$ cat src/rtl/mult_pkg.sv
// Shared types and defaults for the sequential shift-add multiplier.
package mult_pkg;
    typedef enum logic [1:0] {
        IDLE = 2'd0,
        RUN  = 2'd1,
        DONE = 2'd2
    } mult_state_t;

    localparam int DEFAULT_WIDTH = 8;
endpackage

$ cat src/rtl/mult_datapath.sv
// Operand capture, shift-add accumulator, bit counter and product register.
// All updates are gated by one-hot-style enables from the control FSM.
module mult_datapath
    import mult_pkg::*;
#(
    parameter int WIDTH = DEFAULT_WIDTH
) (
    input  logic               i_clk,
    input  logic               i_rst_n,
    input  logic [WIDTH-1:0]   i_data,
    input  logic               i_ld_x,
    input  logic               i_ld_y,
    input  logic               i_start,
    input  logic               i_step,
    input  logic               i_cap,
    output logic [2*WIDTH-1:0] o_product,
    output logic               o_cnt_zero
);
    localparam int CW = $clog2(WIDTH + 1);

    logic [WIDTH-1:0]   r_x;
    logic [WIDTH-1:0]   r_y;
    logic [2*WIDTH-1:0] r_mcand;
    logic [WIDTH-1:0]   r_mplier;
    logic [2*WIDTH-1:0] r_acc;
    logic [2*WIDTH-1:0] r_product;
    logic [CW-1:0]      r_cnt;

    always_ff @(posedge i_clk) begin
        if (!i_rst_n) begin
            r_x       <= '0;
            r_y       <= '0;
            r_mcand   <= '0;
            r_mplier  <= '0;
            r_acc     <= '0;
            r_product <= '0;
            r_cnt     <= '0;
        end else begin
            if (i_ld_x) r_x <= i_data;
            if (i_ld_y) r_y <= i_data;
            if (i_start) begin
                r_mcand  <= {{WIDTH{1'b0}}, r_x};
                r_mplier <= r_y;
                r_acc    <= '0;
                r_cnt    <= CW'(WIDTH);
            end else if (i_step) begin
                // Multiplicand shifts left so it stays aligned with the bit being examined.
                if (r_mplier[0]) r_acc <= r_acc + r_mcand;
                r_mcand  <= r_mcand << 1;
                r_mplier <= r_mplier >> 1;
                r_cnt    <= r_cnt - CW'(1);
            end
            if (i_cap) r_product <= r_acc;
        end
    end

    assign o_product  = r_product;
    assign o_cnt_zero = (r_cnt == '0);
endmodule

$ cat src/rtl/seq_multiplier.sv
// Control FSM for the shift-add multiplier: operand flags, busy and done pulse.
// go at edge k -> done and product change at edge k+WIDTH+1; loads/go ignored while busy.
module seq_multiplier
    import mult_pkg::*;
#(
    parameter int WIDTH = DEFAULT_WIDTH
) (
    input  logic               clk,
    input  logic               rst,
    input  logic [WIDTH-1:0]   data,
    input  logic               load,
    input  logic               sel,
    input  logic               go,
    output logic [2*WIDTH-1:0] product,
    output logic               done,
    output logic               busy,
    output logic               loaded_x,
    output logic               loaded_y
);
    mult_state_t r_state;
    logic        r_done;
    logic        r_busy;
    logic        r_lx;
    logic        r_ly;

    logic w_idle;
    logic w_start;
    logic w_ld_x;
    logic w_ld_y;
    logic w_step;
    logic w_cap;
    logic w_cnt_zero;

    // A start takes priority over a same-cycle load.
    assign w_idle  = (r_state == IDLE);
    assign w_start = w_idle & go & r_lx & r_ly;
    assign w_ld_x  = w_idle & load & ~sel & ~w_start;
    assign w_ld_y  = w_idle & load &  sel & ~w_start;
    assign w_step  = (r_state == RUN) & ~w_cnt_zero;
    assign w_cap   = (r_state == RUN) &  w_cnt_zero;

    mult_datapath #(.WIDTH(WIDTH)) u_dp (
        .i_clk      (clk),
        .i_rst_n    (rst),
        .i_data     (data),
        .i_ld_x     (w_ld_x),
        .i_ld_y     (w_ld_y),
        .i_start    (w_start),
        .i_step     (w_step),
        .i_cap      (w_cap),
        .o_product  (product),
        .o_cnt_zero (w_cnt_zero)
    );

    always_ff @(posedge clk) begin
        if (!rst) begin
            r_state <= IDLE;
            r_done  <= 1'b0;
            r_busy  <= 1'b0;
            r_lx    <= 1'b0;
            r_ly    <= 1'b0;
        end else begin
            case (r_state)
                IDLE: begin
                    if (w_start) begin
                        r_state <= RUN;
                        r_busy  <= 1'b1;
                    end else begin
                        if (w_ld_x) r_lx <= 1'b1;
                        if (w_ld_y) r_ly <= 1'b1;
                    end
                end
                RUN: begin
                    // Counter hits zero after WIDTH steps; the capture edge enters DONE.
                    if (w_cnt_zero) begin
                        r_state <= DONE;
                        r_done  <= 1'b1;
                    end
                end
                DONE: begin
                    r_state <= IDLE;
                    r_done  <= 1'b0;
                    r_busy  <= 1'b0;
                    r_lx    <= 1'b0;
                    r_ly    <= 1'b0;
                end
                default: begin
                    r_state <= IDLE;
                    r_done  <= 1'b0;
                    r_busy  <= 1'b0;
                end
            endcase
        end
    end

    assign done     = r_done;
    assign busy     = r_busy;
    assign loaded_x = r_lx;
    assign loaded_y = r_ly;
endmodule

$ cat config.mk
export PLATFORM = sky130hd
export DESIGN_NAME = seq_multiplier
export DESIGN_NICKNAME = d
export VERILOG_FILES = /design/src/rtl/mult_pkg.sv /design/src/rtl/mult_datapath.sv /design/src/rtl/seq_multiplier.sv
export SDC_FILE = /design/constraint.sdc
export NUM_CORES = 1
export LEC_CHECK = 0
export CORE_MARGIN = 2
export CORE_UTILIZATION = 51
export CTS_CLUSTER_SIZE = 30
export DETAILED_ROUTE_END_ITERATION = 10
export PLACE_DENSITY = 0.75
export REMOVE_ABC_BUFFERS = 1
export SETUP_SLACK_MARGIN = 0.3
export SLEW_MARGIN = 25
export SYNTH_ARGS = -nofsm -noshare
export SYNTH_HDL_FRONTEND = slang
export SYNTH_SLANG_ARGS = --single-unit
$ cat constraint.sdc
create_clock -name clk -period 2.09 [get_ports clk]
set_clock_uncertainty 0.15 [all_clocks]
set_input_delay 0.627 -clock clk [delete_from_list [all_inputs] [get_ports clk]]
set_output_delay 0.627 -clock clk [all_outputs]
set_load 0.005 [all_outputs]
# Yosys cells after proc, flatten, opt, wreduce, memory -nomap -nowiden
# Index checks and enable logic that the tools add are counted.
totals:
  reg_bits: 82
  word_cells: 69
op_classes:
  addsub: 2
  eq_ne: 7
  mux: 19
  n_bitwise: 16
  n_reduce_logical: 11
op_table:
  columns: ["operator", "count"]
  rows:
  - ["two-way mux 8 bit", 4]
  - ["adder 16 bit", 1]
  - ["AND 1 bit", 10]
  - ["two-way mux 4 bit", 2]
  - ["case mux 1 bit (2 select lines)", 4]
  - ["AND reduction 2 bit", 4]
  - ["two-way mux 1 bit", 6]
  - ["!= test 2 x 1 -> 1 bit, second input constant", 3]
  - ["NOT 1 bit", 6]
  - ["AND reduction 3 bit", 2]
  - ["zero test 4 bit", 1]
  - ["two-way mux 2 bit", 2]
  - ["!= test 2 bit, second input constant", 2]
  - ["case mux 2 bit (2 select lines)", 1]
  - ["nonzero test 2 bit", 2]
  - ["subtractor 4 x 1 -> 4 bit, second input constant", 1]
  - ["equality test 2 x 1 -> 1 bit, second input constant", 1]
  - ["equality test 2 bit, second input constant", 1]
  - ["zero test 2 bit", 1]
  - ["OR reduction 2 bit", 1]

# Longest topological paths before layout
# Gate-level depths: netlist of the first run.
depth:
  depth_word: 9
  mapped_depth: 10
  ltp_nobuf: 10

# By module
# A second synthesis of the first run with hierarchy kept.
unflattened:
  hier_cells: 432
  hier_area_um2: 4120.2
modules_own_cells:
  columns: ["mod", "n_inst", "cells_per_inst", "area_per_inst_um2", "seq_area_each_um2"]
  rows:
  - ["mult_datapath", 1, 408, 3837.4, 1521.5]
  - ["seq_multiplier", 1, 24, 282.8, 120.1]

# Worst setup path before layout of the first run
# No wires, ideal clock.
synth_path:
  path_type: "register to register"
  start: "register u_dp.r_acc[0]"
  end: "register u_dp.r_acc[14]"
  arrival_ps: 2019
  required_ps: 1854
  path_slack_ps: -165
  stages_incl_launch_ff: 11
  path_buffers: 0
  period_less_slack_ps: 2255
  path_cell_list: "dfxtp_1 > ha_1 > inv_1 > fa_1 > and2b_1 > o2111ai_2 > a21oi_2 > o2111ai_1 > a21oi_1 > xnor2_1 > a211oi_1"
synth_via:
  elab_chain_len: 1
synth_lines:
  columns: ["item", "line_no", "rtl"]
  rows:
  - ["start, declared", "mult_datapath.sv:25", "logic [2*WIDTH-1:0] r_acc;"]
  - ["start signal, assigned", "mult_datapath.sv:48", "if (r_mplier[0]) r_acc <= r_acc + r_mcand;"]
  - ["adder 16 bit", "mult_datapath.sv:48", null]
# No other way between the ends.
# A chain may end at the register's enable or synchronous reset.

# Worst setup path in the final report of the first run
layout_path:
  start: "register u_dp.r_mcand[0]"
  end: "register u_dp.r_acc[14]"
layout_via:
  elab_chain_len: 1
layout_lines:
  columns: ["item", "line_no", "rtl"]
  rows:
  - ["start, declared", "mult_datapath.sv:23", "logic [2*WIDTH-1:0] r_mcand;"]
  - ["start signal, assigned", "mult_datapath.sv:42", "r_mcand <= {{WIDTH{1'b0}}, r_x};"]
  - ["start signal, assigned", "mult_datapath.sv:49", "r_mcand <= r_mcand << 1;"]
  - ["adder 16 bit", "mult_datapath.sv:48", null]
# No other way between the ends.

==> results.md, run 1 <==
* Top-area cell type share of the netlist area at 44.5%
* Synth Flop Type: dfxtp_1
* Reg clk slew, reported paths at 0.11 ns
* Synth unique cells at 45
* Outcome: complete, but fails checks
* Compound-Gate Fraction of Synth Area at 17.7%
* Syn_area_per_cell at 8.25 um2
* WS Path Type: flip-flop to flip-flop
* Mux share of post-synthesis cell area at 4.34%
* Most frequent cells in the layout: 89 x nand2_1, 66 x buf_4, 54 x nor2_1, 50 x dfxtp_1, 39 x a21oi_1
* Post-DP HPWL at 6.19 mm
* Adder-cell share of the synthesized area at 5.97%
* RSZ-0062 raised after global routing: true
* Row count at 31
* Final WS setup at -0.448 ns
* Post-Place Worst Slack at -0.303 ns
* Final setup fails at 11
* Max layer used: met4
* First-pass GRT wire length at 16.1 mm
* #FFs+latches synth at 82
* CTS tree: done
* Met3 WL at 916 um
* Non-Filler Instances at 658
* Slew Limit Headroom at 75.1%
* Avg WL per Cell at 19.7 um
* Cell Area, Synth at 3690 um2
* Placed Cells at 620
* Area grow syn2layout at 50.9%
* Nets at 584
* IO buf count at 32
* Seq/Total Area, Yosys at 44.5%
* Die height at 89.0 um
* Simple-Gate Fraction of Synth Area at 21.3%
* I/O pin count at 33
* Top cells by area, synth: dfxtp_1 45%, nand2_1 10%, a21oi_1 6.2%, nor2_1 6.0%, ha_1 5.4%
* Vias/cell at 5.98
* Antenna Cells at 0
* Clock Path Buffers at 2
* Number of max-cap violations at 0
* WL final at 13.0 mm
* Tmin final at 2.54 ns
* Clock sinks at 82
* Setup crit start kind: flip-flop
* Synth warn at 0
* Vias in the first global route at 3394
* H-tree depth at 3
* Vias at 3938
* Asr flop ratio synth at 0%
* CP arrival at 2.67 ns
* Crit end category: flip-flop
* Largest family of logic cells by synthesized area: simple AND/OR/NAND/NOR gates
* WL met2 at 6.31 mm
* Power per Cell Area at 550 nW/um2
* Layout cells sized above 1 at 37.7%
* Pleak at 2.41 nW
* Die X at 89.0 um
* Commonest non-fill, non-tap cell in the layout: nand2_1
* Max frequency at 394 MHz
* CP Max Fanout at 3
* Clk_lat worst skew at 0.38 ns
* Area leader, netlist: dfxtp_1
* Final antenna-violating net count at 0
* Mapped Cells at 447
* Final RePlAce weighted congestion at 0.905
* Final Cycle Share at 121%
* Initial antenna violation count at 0
* Max Slew Vio Count at 0
* Remaining Overflow, GRT at 0
* Worst hold path type: flip-flop to flip-flop
* Area of the core at 7140 um2
* Worst VDD drop at 0.000391 V
* Num CTS Buffers at 9
* EDFF count, synth at 0
* Die area at 7930 um2
* Gr usage total at 26.6%
* Critical Path RT at 2.22 ns
* Post-route DRC at 0
* R2R cell count at 10
* First-pass detailed-route iteration total at 5
* Final Hold Fails at 0
* Initial Util at 51.7%
* Final hold slack at 0.305 ns
* Synth Area in XOR/XNOR at 3.09%
* Worst hold stages at 2
* Least-Margin Pin Slew at 0.370 ns
* Pin count of the biggest net entering global routing at 35
* DRT met1 WL at 5.00 mm
* Clk root buf: clkbuf_8
* Failing checks: setup timing
* Detailed Route Iter0 Violations at 379
-- flip-flops by register name, indices dropped and copies added, names as in the netlist --
signal and flops:
u_dp.r_x 8, r_state 2, u_dp.r_mplier 8, u_dp.r_mcand 16, u_dp.o_product 16, loaded_y 1, loaded_x 1, u_dp.r_cnt 4
u_dp.r_y 8, busy 1, done 1, u_dp.r_acc 16
-- cell families after synthesis --
family	Yosys count
fa+ha+maj	17
flops	82
buf+inv	29
simple gates	191
compound gates	99
xor+xnor	13
mux	16
-- critical path: stages, from the launching register on --
cell and delay, ns:
dfxtp_2 0.38, ha_4 0.15, inv_2 0.04, fa_2 0.34
and2b_2 0.28, o2111ai_4 0.16, a21oi_2 0.21, o2111ai_1 0.15
a21oi_1 0.23, xnor2_1 0.12, a211oi_1 0.23
-- cells in the mapped netlist (2+ instances only) --
| cell | count |
|---|---|
| clkbuf_1 | 16 |
| a311oi_1 | 13 |
| mux2i_1 | 16 |
| nor4_1 | 2 |
| a211oi_1 | 4 |
| nor2_1 | 59 |
| nand3_1 | 6 |
| dfxtp_1 | 82 |
| a22oi_1 | 2 |
| buf_2 | 3 |
| nor2b_1 | 3 |
| and2_1 | 4 |
| ha_1 | 16 |
| inv_1 | 8 |
| a22o_1 | 3 |
| xnor2_1 | 10 |
| nand2b_1 | 2 |
| xor2_1 | 3 |
| nand2_1 | 103 |
| o211ai_2 | 2 |
| nor3_1 | 5 |
| o21a_1 | 3 |
| a21oi_1 | 46 |
| a31oi_1 | 2 |
| o211ai_1 | 2 |
| o21ai_0 | 8 |
| a21o_1 | 5 |
| a221o_1 | 2 |
-- where the power goes --
group          leakage [nW]  switching (mW)  internal [mW]
Clock                0.0988           0.684          0.573
Sequential            0.680          0.0204           1.58
Combinational          1.63           0.101         0.0982
-- per-stage QoR --
| step | area, um2 | util [%] | setup TNS [ns] | power, mW |
|---|---|---|---|---|
| CTS | 5110 | 71.6 | -0.609 | 3.00 |
| global placement | 4570 | 64.0 | -2.69 | 1.79 |
| floorplan | 3610 | - | -8.83 | 1.71 |
| finish | 5570 | 78.0 | -1.94 | 3.06 |
| detailed placement | 4570 | 64.0 | -4.18 | 1.80 |
| global route | 5570 | 78.0 | -2.27 | 3.14 |
-- routing by layer --
metal / track usage, % / up-vias
li1: - / 1751
met1: 33.2 / 1881
met2: 43.8 / 233
met3: 6.00 / 73
met4: 11.9 / 0
met5: 0 / -
-- worst paths after layout --
kind	slack, ns	startpoint	to
max	-0.45	u_dp.r_mcand[0]$_SDFFE_PN0P_	u_dp.r_acc[14]$_SDFFE_PP0P_
min	0.31	u_dp.o_product[12]$_SDFFE_PN0P_	u_dp.o_product[12]$_SDFFE_PN0P_
max reg2reg	-0.45	u_dp.r_mcand[0]$_SDFFE_PN0P_	u_dp.r_acc[14]$_SDFFE_PP0P_
min reg2reg	0.31	u_dp.o_product[12]$_SDFFE_PN0P_	u_dp.o_product[12]$_SDFFE_PN0P_
-- timing repair --
action	CTS	global route
setup endpoints to repair	48	47
cloned	1	2
gates resized for setup	87	85
pin swaps	31	46
hold buffers	0	0
buffers inserted	9	10
-- layout make-up --
class / count / area [um2]
sequential: 82 / 1690
timing repair buffer: 116 / 1090
tap: 99 / 124
multi-input combinational: 336 / 2420
fill: 429 / 1570
clock inverter: 7 / 82.6
inverter: 9 / 33.8
clock buffer: 9 / 124
(Power assumes the default switching activity.)
==> run 2: changes to the inputs <==
- MAX_ROUTING_LAYER: not set -> met4
==> results.md, run 2 (synthesized netlist as in run 1, its figures left out) <==
* Max incr delay on CP at 0.36 ns (was 0.38 ns)
* Final setup fails at 9 (was 11)
* Critical path's slowest cell: dfxtp_2 (unchanged)
* Nets at 581 (was 584)
* CP bufs+invs at 2 (was 1)
* CP Max Fanout at 3 (unchanged)
* Die X at 89.0 um (unchanged)
* Ordered cell list for the critical path: ha_4 -> inv_2 -> fa_2 -> and2b_2 -> o2111ai_4 -> buf_6 -> a21boi_4 -> o21a_1 -> nor2_2 -> a221o_1 (was ha_4 -> inv_2 -> fa_2 -> and2b_2 -> o2111ai_4 -> a21oi_2 -> o2111ai_1 -> a21oi_1 -> xnor2_1 -> a211oi_1)
* Fillcell total at 495 (was 429)
* Setup crit start kind: flip-flop (unchanged)
* Area of the core at 7140 um2 (unchanged)
* WL final at 10.5 mm (was 13.0 mm)
* Critical Path RT at 2.18 ns (was 2.22 ns)
* Antenna Cells at 0 (unchanged)
* Commonest non-fill, non-tap cell in the layout: nand2_1 (unchanged)
* Vias/cell at 5.56 (was 5.98)
* H-tree depth at 3 (unchanged)
* IO buf count at 32 (unchanged)
* Post-route DRC at 0 (unchanged)
* Met3 Usage GRT at 4.34% (was 6.00%)
* Crit end category: flip-flop (unchanged)
* Post-DP HPWL at 6.27 mm (was 6.19 mm)
* Avg WL per Cell at 16.0 um (was 19.7 um)
* Power per Cell Area at 565 nW/um2 (was 550 nW/um2)
* Reg2Reg Setup Slack at -0.37 ns (was -0.45 ns)
* Max frequency at 407 MHz (was 394 MHz)
* Clock sinks at 82 (unchanged)
* WS Path Type: flip-flop to flip-flop (unchanged)
* Area grow syn2layout at 44.0% (was 50.9%)
* DP Area at 4570 um2 (unchanged)
* PnR Total Power at 3.00 mW (was 3.06 mW)
* Gr usage total at 26.4% (was 26.6%)
* Initial antenna violation count at 0 (unchanged)
* Worst hold path type: flip-flop to flip-flop (unchanged)
* Final Hold Fails at 0 (unchanged)
* Initial Util at 51.7% (unchanged)
* Tmin final at 2.46 ns (was 2.54 ns)
* Gr busiest metal: met2 (unchanged)
* Row count at 31 (unchanged)
* CP arrival at 2.55 ns (was 2.67 ns)
* Pin count of the biggest net entering global routing at 35 (unchanged)
* Failing checks: setup timing (unchanged)
* First-pass detailed-route iteration total at 5 (unchanged)
* CTS tree: done (unchanged)
* RSZ-0062 raised after global routing: true (unchanged)
* Setup tns final at -1.70 ns (was -1.94 ns)
* Register Area at 1690 um2 (about the same)
* Multi-input gate area at 2230 um2 (was 2420 um2)
* Final RePlAce weighted congestion at 0.925 (was 0.905)
* GR Layer Usage met1 at 33.9% (was 33.2%)
* Number of max-cap violations at 0 (unchanged)
* Vias in the first global route at 3375 (was 3394)
* I/O pin count at 33 (unchanged)
* Least-Margin Pin Slew at 0.393 ns (was 0.370 ns)
* Final WS setup at -0.369 ns (was -0.448 ns)
* Clock Path Buffers at 2 (unchanged)
* Slew Limit Headroom at 73.5% (was 75.1%)
* Post-Place Worst Slack at -0.340 ns (was -0.303 ns)
* Crit-path leading delay family: compound AO/OA/AOI/OAI gates (unchanged)
* Clk root buf: clkbuf_8 (unchanged)
* Detailed Route Iter0 Violations at 235 (was 379)
* Remaining Overflow, GRT at 0 (unchanged)
* GR Layer Usage met2 at 41.6% (was 43.8%)
* Die area at 7930 um2 (unchanged)
* First-pass GRT wire length at 15.8 mm (was 16.1 mm)
* Pleak at 2.19 nW (was 2.41 nW)
* Worst VDD drop at 0.000563 V (was 0.000391 V)
* Final Cycle Share at 118% (was 121%)
* Vias at 3643 (was 3938)
* Die height at 89.0 um (unchanged)
* Reg clk slew, reported paths at 0.09 ns (was 0.11 ns)
* Max Slew Vio Count at 0 (unchanged)
* Layout cells sized above 1 at 32.9% (was 37.7%)
* Outcome: complete, but fails checks (unchanged)
* Most frequent cells in the layout: 101 x nand2_1, 67 x buf_4, 56 x nor2_1, 47 x dfxtp_1, 37 x a21oi_1 (was 89 x nand2_1, 66 x buf_4, 54 x nor2_1, 50 x dfxtp_1, 39 x a21oi_1)
* Post-route design area at 5310 um2 (was 5570 um2)
* Final antenna-violating net count at 0 (unchanged)
* Num CTS Buffers at 9 (unchanged)
* Clk_lat worst skew at 0.36 ns (was 0.38 ns)
==> run 2: path summary, 6_finish.rpt <==
path	startpoint	end	cells past startpoint
worst max register to register	u_dp.r_acc[0]$_SDFFE_PP0P_	u_dp.r_acc[8]$_SDFFE_PP0P_	10
worst max-delay path	u_dp.r_acc[0]$_SDFFE_PP0P_	u_dp.r_acc[8]$_SDFFE_PP0P_	10
worst min-delay path	u_dp.o_product[8]$_SDFFE_PN0P_	u_dp.o_product[8]$_SDFFE_PN0P_	2
worst min register to register	u_dp.o_product[8]$_SDFFE_PN0P_	u_dp.o_product[8]$_SDFFE_PN0P_	2
==> run 2: timing repair <==
item	CTS	global route
pin swaps	34	18
cloned	2	0
setup endpoints to repair	63	36
resized for setup	91	34
hold buffers	0	0
setup buffers	10	7
==> run 2: through the flow <==
stage          utilization (%)  cells  hold slack [ns]
3_5_place_dp              64.0    620            0.296
5_1_grt                   74.4    655            0.313
4_1_cts                   71.7    648            0.304
3_3_place_gp              64.0    620            0.292
6_report                  74.4    655            0.303
2_1_floorplan                -    427            0.287
==> run 2: metal layers <==
| layer | up-vias | routed length [um] |
|---|---|---|
| met5 | - | 0 |
| met4 | 0 | 279 |
| met3 | 34 | 568 |
| met2 | 148 | 5180 |
| met1 | 1719 | 4480 |
| li1 | 1742 | - |
==> run 2: worst reg2reg max path: cells and delay by family, from the launching register on <==
family          cells  cell delay (ns)
flops               1             0.36
fa+ha+maj           2             0.49
compound gates      4             0.82
buf+inv             2             0.20
simple gates        2             0.32
==> run 2: area by class of cell <==
class	count	area share, %
well taps	99	2.33
inverters	9	0.636
clock buffers	9	2.33
clock inverters	7	1.56
repair buffers	113	19.4
multi-input cells	336	41.9
flip-flops and latches	82	31.8
==> run 2: report_power, final <==
group | internal [mW] | leakage [nW] | switching, mW
logic | 0.0915 | 1.41 | 0.0869
clock network | 0.573 | 0.0988 | 0.646
registers | 1.59 | 0.681 | 0.0171
==> run 3: changes to the inputs <==
- SKIP_CTS_REPAIR_TIMING: not set -> 1
==> results.md, run 3 (synthesized netlist as in run 1, its figures left out) <==
* Power per Cell Area at 561 nW/um2 (was 565 nW/um2)
* Pleak at 2.42 nW (was 2.19 nW)
* Clk root buf: clkbuf_8 (unchanged)
* Final Cycle Share at 118% (about the same)
* Clock sinks at 82 (unchanged)
* Pin count of the biggest net entering global routing at 35 (unchanged)
* Max Slew Vio Count at 0 (unchanged)
* Worst VDD drop at 0.000562 V (was 0.000563 V)
* Antenna Cells at 0 (unchanged)
* Least-Margin Pin Slew at 0.473 ns (was 0.393 ns)
* Crit end category: flip-flop (unchanged)
* Clock Path Buffers at 2 (unchanged)
* Final antenna-violating net count at 0 (unchanged)
* Vias at 3626 (was 3643)
* WS Path Type: flip-flop to flip-flop (unchanged)
* First-pass GRT wire length at 14.5 mm (was 15.8 mm)
* Die X at 89.0 um (unchanged)
* Max incr delay on CP at 0.37 ns (was 0.36 ns)
* Tmin final at 2.47 ns (was 2.46 ns)
* Initial antenna violation count at 0 (unchanged)
* Avg WL per Cell at 16.3 um (was 16.0 um)
* Area grow syn2layout at 45.0% (was 44.0%)
* CP bufs+invs at 1 (was 2)
* Ordered cell list for the critical path: ha_4 -> inv_2 -> fa_2 -> and2b_2 -> o2111ai_4 -> a21oi_2 -> o2111ai_2 -> a21oi_2 -> xnor2_1 -> a211oi_1 (was ha_4 -> inv_2 -> fa_2 -> and2b_2 -> o2111ai_4 -> buf_6 -> a21boi_4 -> o21a_1 -> nor2_2 -> a221o_1)
* Post-route DRC at 0 (unchanged)
* CP arrival at 2.58 ns (was 2.55 ns)
* Num CTS Buffers at 9 (unchanged)
* Failing checks: setup timing (unchanged)
* Vias/cell at 5.60 (was 5.56)
* Most frequent cell on the critical path: a21oi_2
* Final Hold Fails at 0 (unchanged)
* IO buf count at 32 (unchanged)
* Clk_lat worst skew at 0.36 ns (about the same)
* Max frequency at 405 MHz (was 407 MHz)
* Number of max-cap violations at 0 (unchanged)
* H-tree depth at 3 (unchanged)
* CP Max Fanout at 3 (unchanged)
* Non-Filler Instances at 647 (was 655)
* Setup crit start kind: flip-flop (unchanged)
* Layout cells sized above 1 at 31.6% (was 32.9%)
* Detailed Route Iter0 Violations at 226 (was 235)
* Die area at 7930 um2 (unchanged)
* WL final at 10.6 mm (was 10.5 mm)
* Critical path's slowest cell: dfxtp_2 (unchanged)
* Commonest non-fill, non-tap cell in the layout: nand2_1 (unchanged)
* Post-DP HPWL at 6.27 mm (unchanged)
* Reg clk slew, reported paths at 0.09 ns (about the same)
* Crit-path leading delay family: compound AO/OA/AOI/OAI gates (unchanged)
* PnR Total Power at 3.00 mW (about the same)
* Area of the core at 7140 um2 (unchanged)
* Placed Cells at 620 (unchanged)
* Gr usage total at 24.1% (was 26.4%)
* I/O pin count at 33 (unchanged)
* Row count at 31 (unchanged)
* Final core occ at 74.9% (was 74.4%)
* Vias in the first global route at 3199 (was 3375)
* First-pass detailed-route iteration total at 5 (unchanged)
* Remaining Overflow, GRT at 0 (unchanged)
* Post-Place Worst Slack at -0.340 ns (unchanged)
* Final setup fails at 8 (was 9)
* Critical Path RT at 2.20 ns (was 2.18 ns)
* Slew Limit Headroom at 68.1% (was 73.5%)
* Final WS setup at -0.376 ns (was -0.369 ns)
* CTS tree: done (unchanged)
* RSZ-0062 raised after global routing: true (unchanged)
* Worst hold path type: flip-flop to flip-flop (unchanged)
* Die height at 89.0 um (unchanged)
* Final RePlAce weighted congestion at 0.925 (unchanged)
* Nets at 573 (was 581)
* Initial Util at 51.7% (unchanged)
* Outcome: complete, but fails checks (unchanged)
* Most frequent cells in the layout: 102 x nand2_1, 60 x buf_4, 57 x dfxtp_1, 56 x nor2_1, 38 x a21oi_1 (was 101 x nand2_1, 67 x buf_4, 56 x nor2_1, 47 x dfxtp_1, 37 x a21oi_1)
[run 3: changes by cell type in the layout (fill, tap and decap cells not counted), moves of 4 or more]
| cell | delta |
|---|---|
| a311oi_1 | -4 |
| dlymetal6s2s_1 | +21 |
| dfxtp_1 | +10 |
| dlygate4sd2_1 | -21 |
| buf_4 | -7 |
| dfxtp_2 | -9 |
| a311oi_2 | +4 |
[run 3: tightest hold or removal path, cell delays in order (launching register included)]
cell	delay (ns)
dfxtp_2	0.32
nand2_1	0.04
a21oi_1	0.05
[run 3: through the flow]
step	hold WS, ns	area (um2)	setup TNS, ns
final	0.303	5350	-1.35
after global routing	0.317	5350	-2.00
after CTS	0.308	4780	-1.77
after detailed placement	0.296	4570	-5.20
after global placement	0.292	4570	-2.65
after floorplan	0.287	3610	-8.83
[run 3: power by group]
group	leakage, nW	internal [mW]	switching (mW)	total, mW
clock network	0.0988	0.573	0.639	1.21
registers	0.676	1.59	0.0184	1.60
logic	1.65	0.0944	0.0874	0.182
total	2.42	2.25	0.745	3.00
[run 3: area by class of cell]
cell class | instances | area, um2
fillers | 494 | 1790
clock inverters | 7 | 82.6
inverters | 9 | 33.8
well taps | 99 | 124
repair buffers | 105 | 1050
multi-input cells | 336 | 2260
flip-flops and latches | 82 | 1670
clock buffers | 9 | 124
[run 3: worst paths after layout]
check / startpoint / to / slack, ns / cells past startpoint
max: u_dp.r_acc[0]$_SDFFE_PP0P_ / u_dp.r_acc[14]$_SDFFE_PP0P_ / -0.38 / 10
min: u_dp.o_product[4]$_SDFFE_PN0P_ / u_dp.o_product[4]$_SDFFE_PN0P_ / 0.30 / 2
max reg2reg: u_dp.r_acc[0]$_SDFFE_PP0P_ / u_dp.r_acc[14]$_SDFFE_PP0P_ / -0.38 / 10
min reg2reg: u_dp.o_product[4]$_SDFFE_PN0P_ / u_dp.o_product[4]$_SDFFE_PN0P_ / 0.30 / 2
[run 3: layer usage]
layer  track usage (%)  share of wire [%]  up-vias
li1                  -                  -     1727
met1              31.9                 42     1713
met2              37.2                 49      142
met3              4.89                5.2       44
met4              7.46                4.0        0
met5                 -                  0        -
